$ cat config.mk
export PLATFORM = sky130hd
export DESIGN_NAME = sd_spi_byte
export DESIGN_NICKNAME = d
export VERILOG_FILES = /design/src/rtl/sd_spi_byte.sv
export SDC_FILE = /design/constraint.sdc
export NUM_CORES = 1
export LEC_CHECK = 0
export ABC_CLOCK_PERIOD_IN_PS = 2200
export BUFFER_PORTS_ARGS = -buffer_cell sky130_fd_sc_hd__buf_2
export CAP_MARGIN = 25
export CORE_MARGIN = 2
export CORE_UTILIZATION = 56
export DETAILED_ROUTE_END_ITERATION = 8
export GPL_TIMING_DRIVEN = 0
export PLACE_DENSITY_LB_ADDON = 0.25
export REMOVE_ABC_BUFFERS = 1
export SYNTH_ARGS = -nofsm -noshare
export SYNTH_HDL_FRONTEND = slang
export SYNTH_SLANG_ARGS = --single-unit
$ cat constraint.sdc
create_clock -name clk -period 2.2 [get_ports clk]
set_input_delay 0.33 -clock clk [delete_from_list [all_inputs] [get_ports clk]]
set_output_delay 0.33 -clock clk [all_outputs]
set_load 0.03 [all_outputs]
$ cat src/rtl/sd_spi_byte.sv
// rtl/sd_spi_byte.sv - SPI mode-0 byte engine shared by the CPU port and the SD DMA controller
module sd_spi_byte #(
   parameter int DIV_FAST = 1,
   parameter int DIV_SLOW = 64
) (
   input  logic       clk,
   input  logic       rst_n,
   input  logic       cpu_start,
   input  logic [7:0] cpu_din,
   input  logic       sd_start,
   input  logic       slow,
   output logic       sd_rdy,
   output logic [7:0] sd_recvdata,
   output logic       sdclk,
   output logic       sdo,
   input  logic       sdi
);

   localparam int DIV_MAX = (DIV_FAST > DIV_SLOW) ? DIV_FAST : DIV_SLOW;
   localparam int CW      = (DIV_MAX > 1) ? $clog2(DIV_MAX) : 1;
   localparam logic [CW-1:0] FAST_M1 = CW'(DIV_FAST - 1);
   localparam logic [CW-1:0] SLOW_M1 = CW'(DIV_SLOW - 1);

   typedef enum logic {IDLE, SHIFT} state_t;

   state_t        state_q, state_d;
   logic [7:0]    tx_q, tx_d;
   logic [7:0]    rx_q, rx_d;
   logic [7:0]    recv_q, recv_d;
   logic [CW-1:0] cnt_q, cnt_d;
   logic [CW-1:0] lim_q, lim_d;
   logic [3:0]    h_q, h_d;
   logic          sclk_q, sclk_d;

   always_ff @(posedge clk or negedge rst_n) begin
      if (!rst_n) begin
         state_q <= IDLE;
         tx_q    <= '0;
         rx_q    <= '0;
         recv_q  <= 8'hFF;
         cnt_q   <= '0;
         lim_q   <= '0;
         h_q     <= '0;
         sclk_q  <= 1'b0;
      end else begin
         state_q <= state_d;
         tx_q    <= tx_d;
         rx_q    <= rx_d;
         recv_q  <= recv_d;
         cnt_q   <= cnt_d;
         lim_q   <= lim_d;
         h_q     <= h_d;
         sclk_q  <= sclk_d;
      end
   end

   always_comb begin
      state_d = state_q;
      tx_d    = tx_q;
      rx_d    = rx_q;
      recv_d  = recv_q;
      cnt_d   = cnt_q;
      lim_d   = lim_q;
      h_d     = h_q;
      sclk_d  = sclk_q;
      case (state_q)
         IDLE: begin
            if (cpu_start || sd_start) begin
               // DMA requests always win and always transmit the 0xFF fill token
               tx_d    = sd_start ? 8'hFF : cpu_din;
               lim_d   = slow ? SLOW_M1 : FAST_M1;
               cnt_d   = '0;
               h_d     = '0;
               state_d = SHIFT;
            end
         end
         SHIFT: begin
            if (cnt_q == lim_q) begin
               cnt_d = '0;
               h_d   = h_q + 4'd1;
               if (!h_q[0]) begin
                  sclk_d = 1'b1;
                  rx_d   = {rx_q[6:0], sdi};
               end else if (h_q == 4'd15) begin
                  sclk_d  = 1'b0;
                  recv_d  = rx_q;
                  h_d     = '0;
                  state_d = IDLE;
               end else begin
                  sclk_d = 1'b0;
                  tx_d   = {tx_q[6:0], 1'b1};
               end
            end else begin
               cnt_d = cnt_q + CW'(1);
            end
         end
         default: state_d = IDLE;
      endcase
   end

   assign sd_rdy      = (state_q == IDLE);
   assign sdclk       = sclk_q;
   assign sdo         = (state_q == SHIFT) ? tx_q[7] : 1'b1;
   assign sd_recvdata = recv_q;

endmodule
==> results of run 1 <==
logic make-up after synthesis:
kind of cell               synth area share
and+or+nand+nor                       0.148
AOI/OAI and AO/OA                     0.180
DFF                                   0.503
buffers and inverters                0.0424
muxes                                 0.109
adders and majority gates            0.0134
xor gates and xnor gates            0.00471
state kept, by name (all words and copies together) (netlist names):
| signal | count |
|---|---|
| h_q | 4 |
| lim_q | 1 |
| sdclk | 1 |
| state_q | 1 |
| cnt_q | 6 |
| sd_recvdata | 8 |
| tx_q | 8 |
| rx_q | 8 |
worst max-delay path by stage:
stage,startpoint,endpoint,slack [ps]
detailed placement,state_q$_DFF_PN0_,tx_q[2]$_DFFE_PN0P_,-460
floorplan,state_q$_DFF_PN0_,rx_q[0]$_DFFE_PN0P_,-70
finish,cnt_q[3]$_DFFE_PN0P_,h_q[3]$_DFFE_PN0P_,130
global placement,state_q$_DFF_PN0_,tx_q[2]$_DFFE_PN0P_,-400
global route,state_q$_DFF_PN0_,tx_q[3]$_DFFE_PN0P_,1
CTS,cnt_q[2]$_DFFE_PN0P_,rx_q[1]$_DFFE_PN0P_,20
power by group through the flow:
stage / Clock (mW) / Sequential (mW) / Combinational, mW
global placement: 0 / 0.953 / 0.522
finish: 0.357 / 0.967 / 0.564
floorplan: 0 / 0.947 / 0.418
CTS: 0.367 / 0.955 / 0.556
detailed placement: 0 / 0.969 / 0.548
global route: 0.397 / 0.988 / 0.634
layer usage:
layer	GRT usage	part of all wire
met5	0	0
met1	0.259	0.43
met3	0.0651	0.051
met2	0.403	0.51
met4	0.0760	0.0092
cells in the mapped netlist:
cell      count  area share
a211oi_4      1       0.011
a21o_1        2      0.0081
a21o_2        1      0.0047
a21oi_1       3      0.0081
a21oi_2       1      0.0047
a221o_2       1      0.0061
a221oi_1      1      0.0047
a22o_1        1      0.0047
a22o_2        1      0.0054
a311o_1       1      0.0054
a31oi_1       1      0.0034
a41o_2        1      0.0061
a41oi_1       1      0.0047
and2_1        4       0.013
buf_6         1      0.0061
clkbuf_1      8       0.016
clkinv_1      1      0.0020
dfrtp_1      29        0.39
dfstp_2       8        0.11
ha_1          2       0.013
inv_1         9       0.018
mux2_2       18        0.11
nand2_1      21       0.042
nand2_2       1      0.0034
nand3_1       7       0.019
nand3b_1      1      0.0040
nand4_1       4       0.013
nor2_1       12       0.024
nor3_1        3      0.0081
nor4_1        3       0.010
o211ai_1      2      0.0081
o21a_1        1      0.0040
o21ai_0      16       0.043
o21ba_2       1      0.0054
o311ai_0      1      0.0047
o32a_1        7       0.038
or2_2         2      0.0067
or3_1         1      0.0034
xnor2_1       1      0.0047
through the flow:
step | hold WS, ps | cell area, µm² | total power [mW]
after CTS | 69.5 | 2060 | 1.88
after floorplan | 34.4 | 1820 | 1.37
after global routing | 108 | 2100 | 2.02
final | 54.8 | 2100 | 1.89
after global placement | 455 | 1990 | 1.48
after detailed placement | 463 | 2000 | 1.52
timing repair:
| item | 4_1_cts | 5_1_grt |
|---|---|---|
| setup buffers | 0 | 1 |
| hold buffers | 0 | 0 |
| pin swaps | 1 | 1 |
| gates resized for setup | 2 | 2 |
| endpoints found under the setup margin | 21 | 19 |
cell type report:
type / count / area (µm²) / share of cell area
Inverter: 10 / 37.5 / 0.0179
Multi-Input combinational cell: 124 / 865 / 0.412
Tap cell: 44 / 55.1 / 0.0263
Clock buffer: 5 / 37.5 / 0.0179
Clock inverter: 3 / 17.5 / 0.00835
Sequential cell: 37 / 937 / 0.447
Timing Repair Buffer: 26 / 148 / 0.0704
==> run summary, run 1 <==
outcome -> finished, final reports clean
number of global-route vias before repair -> 1410
Rows -> 20
vias per cell -> 5.88
Synth Register Bits -> 37
first-pass GRT wire length -> 6.21 mm
Overall Global Routing Usage -> 0.226
DR pass1 iterations -> 4
grt total ovfl -> 0
total number of vias -> 1465
yosys warns -> 0
most common library cell in the layout ignoring fill and taps -> dfrtp_1
clk buf depth -> 2
Final #Nets -> 220
largest net degree at the start of global routing -> 38
FF-to-FF Start -> cnt_q[3]$_DFFE_PN0P_
crit path DAT -> 2300 ps
CTS H-tree depth -> 2
fin cells -> 249
die footprint -> 0.00380 mm²
worst path cell trace -> nand4_1 -> nor2_1 -> nor2_1 -> a311o_1
worst relative slew slack -> 0.463
Seq/Total Area, Yosys -> 0.503
unrepaired setup endpoints after global routing -> no
CP max stage delay -> 660 ps
layout cells sized above 1 -> 0.356
Port Buffers -> 24
gpl congestion -> 0.744
crit-path max FO -> 11
worst-margin pin slew -> 805 ps
clk_skew -> 7.45 ps
worst path buffer plus inverter count -> 0
Sw Ratio -> 0.362
Avg Cell Area, Syn -> 10.3 µm²
power density over the cells -> 900 mW/mm²
delay-heaviest family, CP -> simple AND/OR/NAND/NOR gates
total wire length -> 3.80 mm
worst slack, placed -> -459 ps
HPWL after DPL -> 2.52 mm
P_int -> 1.20 mW
slowest CP cell -> nor2_1
nature of the critical path endpoint -> register
Die Ht -> 61.6 µm
Routed wire per std cell -> 15.2 µm
Die Wd -> 61.6 µm
Setup violations, final -> 0
setup ws final -> 133 ps
Yosys cell types -> 39
Flop pwr share -> 0.513
initial core utilization -> 0.600
final core occ -> 0.676
Hold Fails Final Rpt -> 0
P&R area growth vs syn -> 12.7%
clock root buffer -> clkbuf_4
Syn Inst Count -> 180
TritonCTS clock tree -> built
commonest non-fill, non-tap cells in the layout -> dfrtp_1, buf_2, nand2_1
Most common cell on crit path -> nor2_1
max-cap violation count -> 0
Final ANT Viol Nets -> 0
clock tree sinks -> 37
Final Max Slew Viols -> 0
I/O Pins -> 25
minimum clock period -> 2070 ps
post-route setup TNS -> 0 ps
worst skew pair latency -> 350 ps
Iteration-0 DRC Markers -> 77
Antenna Cells -> 0
antenna violations before repair -> 0
r2r setup slk -> 130 ps
R2R depth -> 4
Fill cells -> 264
cell count after placement -> 240
Worst Setup Path Type -> reg -> reg
Crit path required time -> 2440 ps
Hold Path Class -> in -> async
CP startpoint kind -> register
Peak Freq -> 484 MHz
post-synthesis cell area -> 0.00186 mm²
NetSw -> 0.683 mW
DRC -> 0
maximum VDD drop -> 0.000524 V
Core ar. -> 0.00310 mm²
Clock transition at path regs -> 120 ps
TritonCTS buffer count -> 5
power share of the clock group -> 0.189
Critical Path Stages -> 4
crit share post-route -> 0.939
logic gate share of total power -> 0.299
Worst R2R End -> h_q[3]$_DFFE_PN0P_
P_leak -> 0.997 nW
(Power assumes the default switching activity.)
==> run 2, diff against run 1 <==
- ABC_CLOCK_PERIOD_IN_PS: 2200 -> 2000
- GPL_TIMING_DRIVEN: 0 -> 1
- SLEW_MARGIN: not set -> 25
- clock period: 2.2 -> 2 ns (I/O delays scaled with it)
==> run summary, run 2 (synthesis gave the netlist of run 1 again) <==
outcome -> finished, final reports clean
Routed wire per std cell -> 14.2 µm (-6.6%)
Die Ht -> 61.6 µm (unchanged)
worst slack, placed -> 84.7 ps (+544 ps)
vias per cell -> 5.72 (-2.8%)
I/O Pins -> 25 (unchanged)
clk buf depth -> 2 (unchanged)
Hold Fails Final Rpt -> 0 (unchanged)
Final #Nets -> 226 (+2.7%)
worst skew pair latency -> 350 ps (about the same)
initial core utilization -> 0.600 (unchanged)
Crit path required time -> 2230 ps (-210 ps)
first-pass GRT wire length -> 5.99 mm (-3.6%)
Finished Cell Area -> 0.00213 mm² (+1.7%)
unrepaired setup endpoints after global routing -> no
crit share post-route -> 0.921 (-0.0182)
Core ar. -> 0.00310 mm² (unchanged)
max-cap violation count -> 0 (unchanged)
setup ws final -> 158 ps (+24.3 ps)
TritonCTS buffer count -> 5 (unchanged)
Hold Path Class -> in -> async
Port Buffers -> 24 (unchanged)
Antenna Cells -> 0 (unchanged)
Worst Setup Path Type -> reg -> reg
crit-path max FO -> 10 (-1)
TritonCTS clock tree -> built
total wire length -> 3.63 mm (-4.3%)
Final ANT Viol Nets -> 0 (unchanged)
Final Max Slew Viols -> 0 (unchanged)
nature of the critical path endpoint -> register
commonest non-fill, non-tap cells in the layout -> dfrtp_1, buf_2, nand2_1
Overall Global Routing Usage -> 0.221 (-0.00565)
worst-margin pin slew -> 788 ps (-16.6 ps)
grt total ovfl -> 0 (unchanged)
P&R area growth vs syn -> 14.7%
CP max stage delay -> 460 ps (-200 ps)
worst relative slew slack -> 0.475 (+0.0111)
number of global-route vias before repair -> 1310 (-7.1%)
Iteration-0 DRC Markers -> 74 (-3.9%)
gpl congestion -> 0.838 (+13%)
Clock transition at path regs -> 120 ps (about the same)
DRC -> 0 (unchanged)
HPWL after DPL -> 2.59 mm (+2.9%)
power density over the cells -> 963 mW/mm² (+7.0%)
layout cells sized above 1 -> 0.370 (+0.0136)
post-route setup TNS -> 0 ps (unchanged)
DR pass1 iterations -> 4 (unchanged)
Peak Freq -> 543 MHz (+12%)
slowest CP cell -> dfrtp_2
Area after DPL -> 0.00207 mm² (+3.2%)
final core occ -> 0.688 (+0.0117)
maximum VDD drop -> 0.000739 V (+41%)
FF-to-FF Start -> cnt_q[2]$_DFFE_PN0P_
Rows -> 20 (unchanged)
minimum clock period -> 1840 ps (-224 ps)
most common library cell in the layout ignoring fill and taps -> dfrtp_1
Setup crit start -> cnt_q[2]$_DFFE_PN0P_
largest net degree at the start of global routing -> 38 (unchanged)
worst path cell trace -> nor4_2 -> nand2_2 -> a211oi_4 -> buf_12 -> mux2_2
Setup violations, final -> 0 (unchanged)
clock tree sinks -> 37 (unchanged)
clk_skew -> 13.1 ps (+5.62 ps)
Die Wd -> 61.6 µm (unchanged)
clock root buffer -> clkbuf_4
die footprint -> 0.00380 mm² (unchanged)
CP startpoint kind -> register
CTS H-tree depth -> 2 (unchanged)
antenna violations before repair -> 0 (unchanged)
crit path DAT -> 2070 ps (-230 ps)
total number of vias -> 1459 (-0.41%)
Final Power -> 2.05 mW (+8.8%)
P_leak -> 1.03 nW (+3.0%)
-- run 2: where the power goes --
group / internal, mW / switching (mW) / leakage, nW
clock network: 0.134 / 0.245 / 0.0320
registers: 0.890 / 0.164 / 0.415
logic: 0.309 / 0.312 / 0.580
total: 1.33 / 0.721 / 1.03
-- run 2: through the flow --
step	std cells	hold WS, ps
final	255	16.9
after floorplan	171	4.41
after global placement	247	426
after global routing	255	75.2
after CTS	255	50.8
after detailed placement	247	435
-- run 2: final cells by class --
type	count	area, µm²
clock buffers	6	41.3
clock inverters	2	10.0
fillers	266	970
inverters	10	37.5
multi-input cells	124	860
flip-flops and latches	37	937
well taps	44	55.1
repair buffers	32	193
-- run 2: what timing repair did --
action / in CTS / in global routing
gates resized for setup: 0 / 3
endpoints found under the setup margin: 0 / 8
hold buffers: 0 / 0
setup buffers: 0 / 0
-- run 2: final timing paths --
kind	end	slack [ps]	depth (start not counted)
setup / recovery	rx_q[0]$_DFFE_PN0P_	160	5
hold / removal	h_q[1]$_DFFE_PN0P_	20	1
setup reg to reg	rx_q[0]$_DFFE_PN0P_	160	5
hold reg to reg	sdclk$_DFFE_PN0P_	500	1
max in group asynchronous	cnt_q[2]$_DFFE_PN0P_	1420	1
min in group clk	lim_q[4]$_DFFE_PN0P_	180	2
-- run 2: routing by layer --
layer / track usage / up-vias / share of wire
li1: - / 719 / -
met1: 0.299 / 700 / 0.46
met2: 0.347 / 34 / 0.48
met3: 0.0630 / 6 / 0.051
met4: 0.0638 / 0 / 0.012
met5: 0 / - / 0
-- run 2: critical path: cells and delay by family, from the launching register on --
family	cells	cell delay (ps)
buffers and inverters	1	160
muxes	1	330
DFF	1	460
AOI/OAI and AO/OA	1	300
and+or+nand+nor	2	480
